<file path="src/rtl/srambank_arbiter.sv">
`default_nettype none
// ============================================================================
// Module   : srambank_arbiter
// Purpose  : Two-requester arbiter/sequencer in front of one synchronous SRAM
//            bank (1-cycle registered read). Issues at most one bank operation
//            per cycle and steers read data back to the issuing requester
//            through a per-requester one-entry response slot.
// Ports    : clk, reset          - clock, synchronous active-high reset
//            req_valid/ready     - per-requester request handshake (2 bits)
//            req_write           - 1 = write, 0 = read, per requester
//            req_addr/req_wdata  - packed per-requester address / write data
//            rsp_valid/ready     - per-requester read-response handshake
//            rsp_rdata           - packed per-requester read data
//            bank_addr/wd        - bank address / write data (0 when idle)
//            bank_sel/read/write - bank strobes
//            bank_dataout        - registered bank read data
// Options  : SRAMARB_FIXED_PRI_EN - when defined, requester 0 always wins and
//            the round-robin pointer is removed; otherwise round-robin.
// Revision : 1.0 - initial release
// ============================================================================
module srambank_arbiter #(
    parameter int AW = 10,
    parameter int DW = 16
) (
    input  logic            clk,
    input  logic            reset,
    input  logic [1:0]      req_valid,
    output logic [1:0]      req_ready,
    input  logic [1:0]      req_write,
    input  logic [2*AW-1:0] req_addr,
    input  logic [2*DW-1:0] req_wdata,
    output logic [1:0]      rsp_valid,
    input  logic [1:0]      rsp_ready,
    output logic [2*DW-1:0] rsp_rdata,
    output logic [AW-1:0]   bank_addr,
    output logic [DW-1:0]   bank_wd,
    output logic            bank_sel,
    output logic            bank_read,
    output logic            bank_write,
    input  logic [DW-1:0]   bank_dataout
);

    // In-flight read tracking: valid during the cycle after a read grant,
    // which is exactly the cycle bank_dataout holds that read's data.
    logic            r_pend_valid;
    logic            r_pend_id;
    logic [1:0]      r_rsp_valid;
    logic [2*DW-1:0] r_rsp_rdata;

    logic [1:0]      w_eligible;
    logic            w_grant;
    logic            w_win;

    // A read is only eligible when its requester has nothing outstanding:
    // neither in the bank pipeline nor parked in its response slot. Writes
    // never produce a response, so they are always eligible.
    generate
        for (genvar i = 0; i < 2; i++) begin : g_elig
            assign w_eligible[i] = req_valid[i] &
                                   (req_write[i] |
                                    (~(r_pend_valid & (r_pend_id == 1'(i))) &
                                     ~r_rsp_valid[i]));
        end
    endgenerate

`ifdef SRAMARB_FIXED_PRI_EN
    // Requester 1 wins only when requester 0 is not eligible.
    always_comb begin
        w_win = ~w_eligible[0];
    end
`else
    logic r_last;

    // Contention goes to the requester that did not win last; otherwise the
    // single eligible requester wins. A blocked requester is simply not
    // eligible, so it never burns its turn.
    always_comb begin
        w_win = w_eligible[1];
        if (w_eligible == 2'b11) begin
            w_win = ~r_last;
        end
    end
`endif

    assign w_grant = ~reset & (|w_eligible);

    always_comb begin
        req_ready  = 2'b00;
        bank_sel   = 1'b0;
        bank_read  = 1'b0;
        bank_write = 1'b0;
        bank_addr  = '0;
        bank_wd    = '0;
        if (w_grant) begin
            req_ready[w_win] = 1'b1;
            bank_sel         = 1'b1;
            bank_write       = req_write[w_win];
            bank_read        = ~req_write[w_win];
            bank_addr        = w_win ? req_addr[2*AW-1:AW]  : req_addr[AW-1:0];
            bank_wd          = w_win ? req_wdata[2*DW-1:DW] : req_wdata[DW-1:0];
        end
    end

    always_ff @(posedge clk) begin
        if (reset) begin
            r_pend_valid <= 1'b0;
            r_pend_id    <= 1'b0;
            r_rsp_valid  <= 2'b00;
            r_rsp_rdata  <= '0;
`ifndef SRAMARB_FIXED_PRI_EN
            r_last       <= 1'b1;
`endif
        end else begin
            r_pend_valid <= w_grant & ~req_write[w_win];
            if (w_grant) begin
                r_pend_id <= w_win;
`ifndef SRAMARB_FIXED_PRI_EN
                r_last    <= w_win;
`endif
            end

            // Pop clears only the valid flag; data stays for observability.
            for (int i = 0; i < 2; i++) begin
                if (rsp_ready[i]) begin
                    r_rsp_valid[i] <= 1'b0;
                end
            end

            // The owner's slot is guaranteed empty here (eligibility), so a
            // capture can never collide with a pop of the same slot.
            if (r_pend_valid) begin
                r_rsp_valid[r_pend_id] <= 1'b1;
                if (r_pend_id) begin
                    r_rsp_rdata[2*DW-1:DW] <= bank_dataout;
                end else begin
                    r_rsp_rdata[DW-1:0]    <= bank_dataout;
                end
            end
        end
    end

    assign rsp_valid = r_rsp_valid;
    assign rsp_rdata = r_rsp_rdata;

endmodule
`default_nettype wire

</file>
<file path="config.mk">
export PLATFORM = sky130hd
export DESIGN_NAME = srambank_arbiter
export DESIGN_NICKNAME = d
export VERILOG_FILES = /design/src/rtl/srambank_arbiter.sv
export SDC_FILE = /design/constraint.sdc
export NUM_CORES = 1
export LEC_CHECK = 0
export ABC_AREA = 1
export ABC_CLOCK_PERIOD_IN_PS = 4420
export CAP_MARGIN = 20
export CORE_MARGIN = 1.5
export CORE_UTILIZATION = 35
export CTS_BUF_LIST = sky130_fd_sc_hd__clkbuf_8
export CTS_CLUSTER_SIZE = 14
export DETAILED_ROUTE_END_ITERATION = 8
export PLACE_DENSITY_LB_ADDON = 0.3
export SLEW_MARGIN = 20
export SYNTH_ARGS = -nofsm -noshare
export SYNTH_HDL_FRONTEND = slang
export SYNTH_SLANG_ARGS = --single-unit
export TNS_END_PERCENT = 10
</file>
<file path="constraint.sdc">
create_clock -name clk -period 4.42 [get_ports clk]
set_input_delay 1.326 -clock clk [delete_from_list [all_inputs] [get_ports clk]]
set_output_delay 1.326 -clock clk [all_outputs]
set_load 0.005 [all_outputs]
</file>
# Word-level counts from Yosys, hierarchy flattened
# Cells that the tools add are included.
[classes]
n_lt_le_gt_ge = 4
eq_ne = 1
n_mux = 20
bitwise = 19
reduce_logical = 5
[ops]
columns = ["cell", "count"]
rows = [
  ["16-bit two-way mux", 2],
  ["10-bit two-way mux", 2],
  ["1-bit two-way mux", 12],
  ["1-bit bitwise AND", 8],
  ["1-bit NOT", 8],
  ["1-bit by 2-bit less-than comparator with 1-bit output, second input constant", 2],
  ["2-bit two-way mux", 2],
  ["2-bit AND reduction", 2],
  ["1-bit demux with 1-bit select", 2],
  ["2-bit == test, second input constant", 1],
  ["1-bit >= comparator, second input constant", 2],
  ["1-bit logical AND", 2],
  ["1-bit OR", 2],
  ["2-bit OR", 1],
  ["2-bit OR reduction", 1],
]
[word_totals]
regBits = 37
in_bits = 76
out_inout_bits = 65
wordCells = 55

# Logic depth before layout (Yosys ltp)
[depth]
depth_word = 13
mapped_depth = 10
depth_no_buf = 9

# Worst setup path before layout
# OpenSTA, ideal clock, no wires.
[synth_path]
kind = "input -> output"
from = "input req_write[0]"
to = "output bank_addr[4]"
t_arrival_ns = 2.035
t_required_ns = 3.094
setup_slack_ns = 1.059
path_stages = 7
n_path_buf = 2
path_cell_list = "inv_1 nand2_4 nand3_4 buf_6 buf_6 nand3_2 a21oi_2"
[synth_via]
elab_chain_cells = 6
word_cells_on_any_way = 8
classes_between = "eq/ne (1); mux (3); bitwise (3); reduce/logical (1)"
[synth_lines]
columns = ["item", "line_no", "rtl"]
rows = [
  ["start, declared", "29", "input logic [1:0] req_write,"],
  ["1-bit OR (*)", "60", "(req_write[i] |"],
  ["1-bit bitwise AND (*)", "59", "assign w_eligible[i] = req_valid[i] &"],
  ["2-bit == test", "79", "if (w_eligible == 2'b11) begin"],
  ["1-bit two-way mux", "79", ""],
  ["10-bit two-way mux", "99", "bank_addr = w_win ? req_addr[2*AW-1:AW] : req_addr[AW-1:0];"],
  ["10-bit two-way mux (*)", "94", "if (w_grant) begin"],
  ["end, declared", "35", "output logic [AW-1:0] bank_addr,"],
]
# Mark *: on every way between the ends. The rest lies on a longest branch, timed or not.

# Worst setup path after layout
[layout_path]
from = "input req_write[1]"
to = "output bank_wd[8]"
[layout_via]
elab_chain_cells = 6
word_cells_on_any_way = 8
classes_between = "eq/ne (1); mux (3); bitwise (3); reduce/logical (1)"
[layout_lines]
columns = ["item", "line_no", "rtl"]
rows = [
  ["1-bit OR (*)", "60", ""],
  ["1-bit bitwise AND (*)", "59", ""],
  ["2-bit == test", "79", ""],
  ["1-bit two-way mux", "79", ""],
  ["16-bit two-way mux", "100", "bank_wd = w_win ? req_wdata[2*DW-1:DW] : req_wdata[DW-1:0];"],
  ["16-bit two-way mux (*)", "94", ""],
  ["end, declared", "36", "output logic [DW-1:0] bank_wd,"],
]
# Marked as above.

==> impl_summary.md <==
Pwr
The leakage dissipation is 1.65 nW. The maximum resistive drop on vdd is 0.198 mV. After layout, the design draws a total of 1.01 mW. The power per standard cell area is 271 nW/um2.

Clock network
The clock passes through at most 2 buffers. TritonCTS built the clock tree. The clock-pin transition on the worst setup and hold timing paths is 70 ps.

The number of instances resized during post-cts repair is 0. Buffers inserted during clock tree synthesis total 5. The depth of the CTS H-tree is 2.

CTS saw 37 sinks. The insertion delay of the later-clocked pin in the worst-skew pair is 290 ps. For this design, the CTS-stage hold fixing added 0 buffers. The number of setup buffers added after CTS is 0. The tree is rooted in a sky130_fd_sc_hd__clkbuf_8.

STA
The number of setup violations in the final report is 0. Setup repair after global routing could not meet its margin everywhere. Setup slack on the critical path of the routed design comes to 81.5 ps. On the final layout, the worst clock skew is 11.4 ps.

Of the available clock period, the critical path in the final layout requires 0.982. At the pin with the least slew margin, the transition time is 518 ps. Headroom to the max-slew limit came out at 0.653. The maximum clock frequency is 230 MHz.

The number of slew-limit violations in the final report is 0. The final critical path time including I/O delays and setup is 4340 ps. The hold violation count in the final report is 0.

Synthesis
The number of instances in the synthesized netlist is 269. The number of nets in the synthesized netlist is 345. Of the post-synthesis cell area, the dominant cell type holds 0.356. The biggest area consumer among synthesized cells is sky130_fd_sc_hd__dfxtp_1.

The register bit count reported by yosys is 37. The synthesized netlist occupies a cell area of 2080 um2. In this run, distinct cell masters in the synthesized netlist total 21.

The average cell area after synthesis is 7.74 um2. The Yosys step of the flow raised 0 warnings. The share of the Yosys chip area taken by registers is 0.356. By area the synthesized netlist is led by sky130_fd_sc_hd__dfxtp_1 (36%), sky130_fd_sc_hd__nor2_1 (13%), sky130_fd_sc_hd__a21oi_2 (12%).

Run status
The flow ran to the end, and the final reports show no timing, DRC or antenna violations.

Final layout
The total non-filler cell area in the finished layout is 3740 um2. The post-synthesis to final-layout area growth is 79.9%. The number of nets in the final layout is 484.

For this run, the share of the core covered by cells in the final layout is 0.668. The fraction of final layout cells with drive strength greater than 1 is 0.191. The number of antenna diodes in the final layout is 0.

Routing
The number of design rule violations left after detail routing is 0. Dividing the detail-routed wire length by the instance count gives 13.3 um. The starting DRC count in detailed routing is 52. The number of vias after detailed routing is 2,289. The detail route stage leaves a number of antenna-violating nets equal to 0. The number of optimization iterations in the first detailed-route pass is 4. The routed via count divided by cell count is 4.76. Wires add up to 6380 um.

Die
The core region is 5610 um2. The vertical extent of the die is 80.1 um. The die covers 6420 um2. The die outline width is 80.1 um. Pin placement for this block handled 141 I/O pins. The starting density of the core is 0.371.

The floorplan row count is 27.

Global routing
The via count of the first global-routing pass was 2,246. The initial antenna violation count is 0. Entering global routing, the biggest net connects 36 pins. The global-route total usage across every layer is 0.201. Global routing finished with a remaining overflow of 0. The first global-routing pass estimated 10,200 um of wire.

Setup path
In this run the critical register-to-register path is launched from r_pend_id$_SDFFE_PP0P_. In this run the register-to-register setup slack is 2760 ps. In this design, the stage delay of the slowest critical-path cell is 520 ps.

The critical path data arrival time is 3010 ps. In this design, the critical path's most frequently occurring cell is sky130_fd_sc_hd__clkdlybuf4s50_1. Walking the worst path, the cells encountered are clkdlybuf4s50_1 -> inv_1 -> nand2_1 -> nand2_2 -> inv_4 -> buf_12 -> nand3_2 -> a21oi_2 -> clkdlybuf4s50_1. The element type at the critical path end is an output port.

The element type at the critical path start is an input pin. The slowest stage of the critical path is the sky130_fd_sc_hd__clkdlybuf4s50_1 cell. The largest driver fanout on the critical path is 20.

The launch point of the worst path is req_write[1]. Data on the critical path is required at its endpoint by 3090 ps. The kind of critical path is input pin to output port.

Place
The standard cell area after detailed placement is 3550 um2. During placement, the flow inserted port buffers numbering 140. At the placement stage, the worst setup path has a slack of 19.7 ps. The final weighted congestion in routability-driven placement is 0.823. After legalization and detailed placement, the total HPWL measured 4960 um.

Worst hold path
In this run the worst hold path is classified as register to register. The startpoint identified for the worst hold timing path is rsp_rdata[8]$_SDFFE_PP0P_.

Job
The count of maximum capacitance violations is 0.
per-stage QoR:
step | cells | hold WS (ps) | TNS (ps)
4_1_cts | 481 | 490 | 0
6_report | 481 | 482 | 0
3_3_place_gp | 473 | 460 | 0
3_5_place_dp | 473 | 471 | 0
2_1_floorplan | 269 | 480 | 0
5_1_grt | 481 | 510 | -6.24
critical path: cells and delay by family:
kind | cells | cell delay [ps]
buffers and inverters | 5 | 1300
AND/OR/NAND/NOR | 3 | 240
AO/OA/AOI/OAI | 1 | 130
power breakdown:
part           internal, mW  total, mW  switching [mW]
Sequential            0.352      0.362         0.00988
Clock                 0.227      0.350           0.123
Combinational         0.174      0.301           0.127
layout by cell type (no fill, tap or decap), drive strengths merged:
cell / n
bufinv: 2
o21a: 1
dfxtp: 37
inv: 9
nand3: 29
o22ai: 1
o21ai: 32
nor2: 70
dlymetal6s2s: 17
nand2: 41
buf: 11
clkdlybuf4s50: 123
clkbuf: 5
a21oi: 29
clkinv: 2
final timing paths:
check	endpoint	cells past startpoint
min	rsp_rdata[8]$_SDFFE_PP0P_	2
max reg2reg	rsp_valid[0]$_SDFF_PP0_	4
min reg2reg	rsp_rdata[8]$_SDFFE_PP0P_	2
max	bank_wd[8]	9
layout make-up:
| cell class | instances | area, um2 |
|---|---|---|
| clock buffer | 5 | 68.8 |
| clock inverter | 3 | 68.8 |
| fill | 498 | 1860 |
| inverter | 10 | 40.0 |
| multi-input combinational | 203 | 1140 |
| sequential | 37 | 741 |
| tap | 72 | 90.1 |
| timing repair buffer | 151 | 1600 |
routing by layer:
| metal | wire, um | share of wire | track usage |
|---|---|---|---|
| met1 | 2540 | 0.40 | 0.228 |
| met2 | 3290 | 0.52 | 0.365 |
| met3 | 460 | 0.072 | 0.0636 |
| met4 | 84 | 0.013 | 0.0483 |
| met5 | 0 | 0 | 0 |
logic make-up (layout without fill, tap and decap cells):
kind of cell           Yosys count  in the layout  synth area share
AND/OR/NAND/NOR                140            140             0.341
AO/OA/AOI/OAI                   63             63             0.204
flip-flops                      37             37             0.356
buffers and inverters           29            169            0.0992
registers in the layout, indices dropped and copies added, names as in the netlist:
| name | count |
|---|---|
| r_pend_valid | 1 |
| r_pend_id | 1 |
| rsp_rdata | 32 |
| rsp_valid | 2 |
| r_last | 1 |
Yosys cell counts (all sizes together):
cell and instances:
a21oi 29, buf 14, clkbuf 5, clkinv 3
dfxtp 37, inv 7, nand2 41, nand3 29
nor2 70, o21a 1, o21ai 32, o22ai 1
Power figures use the tool's default switching activity.
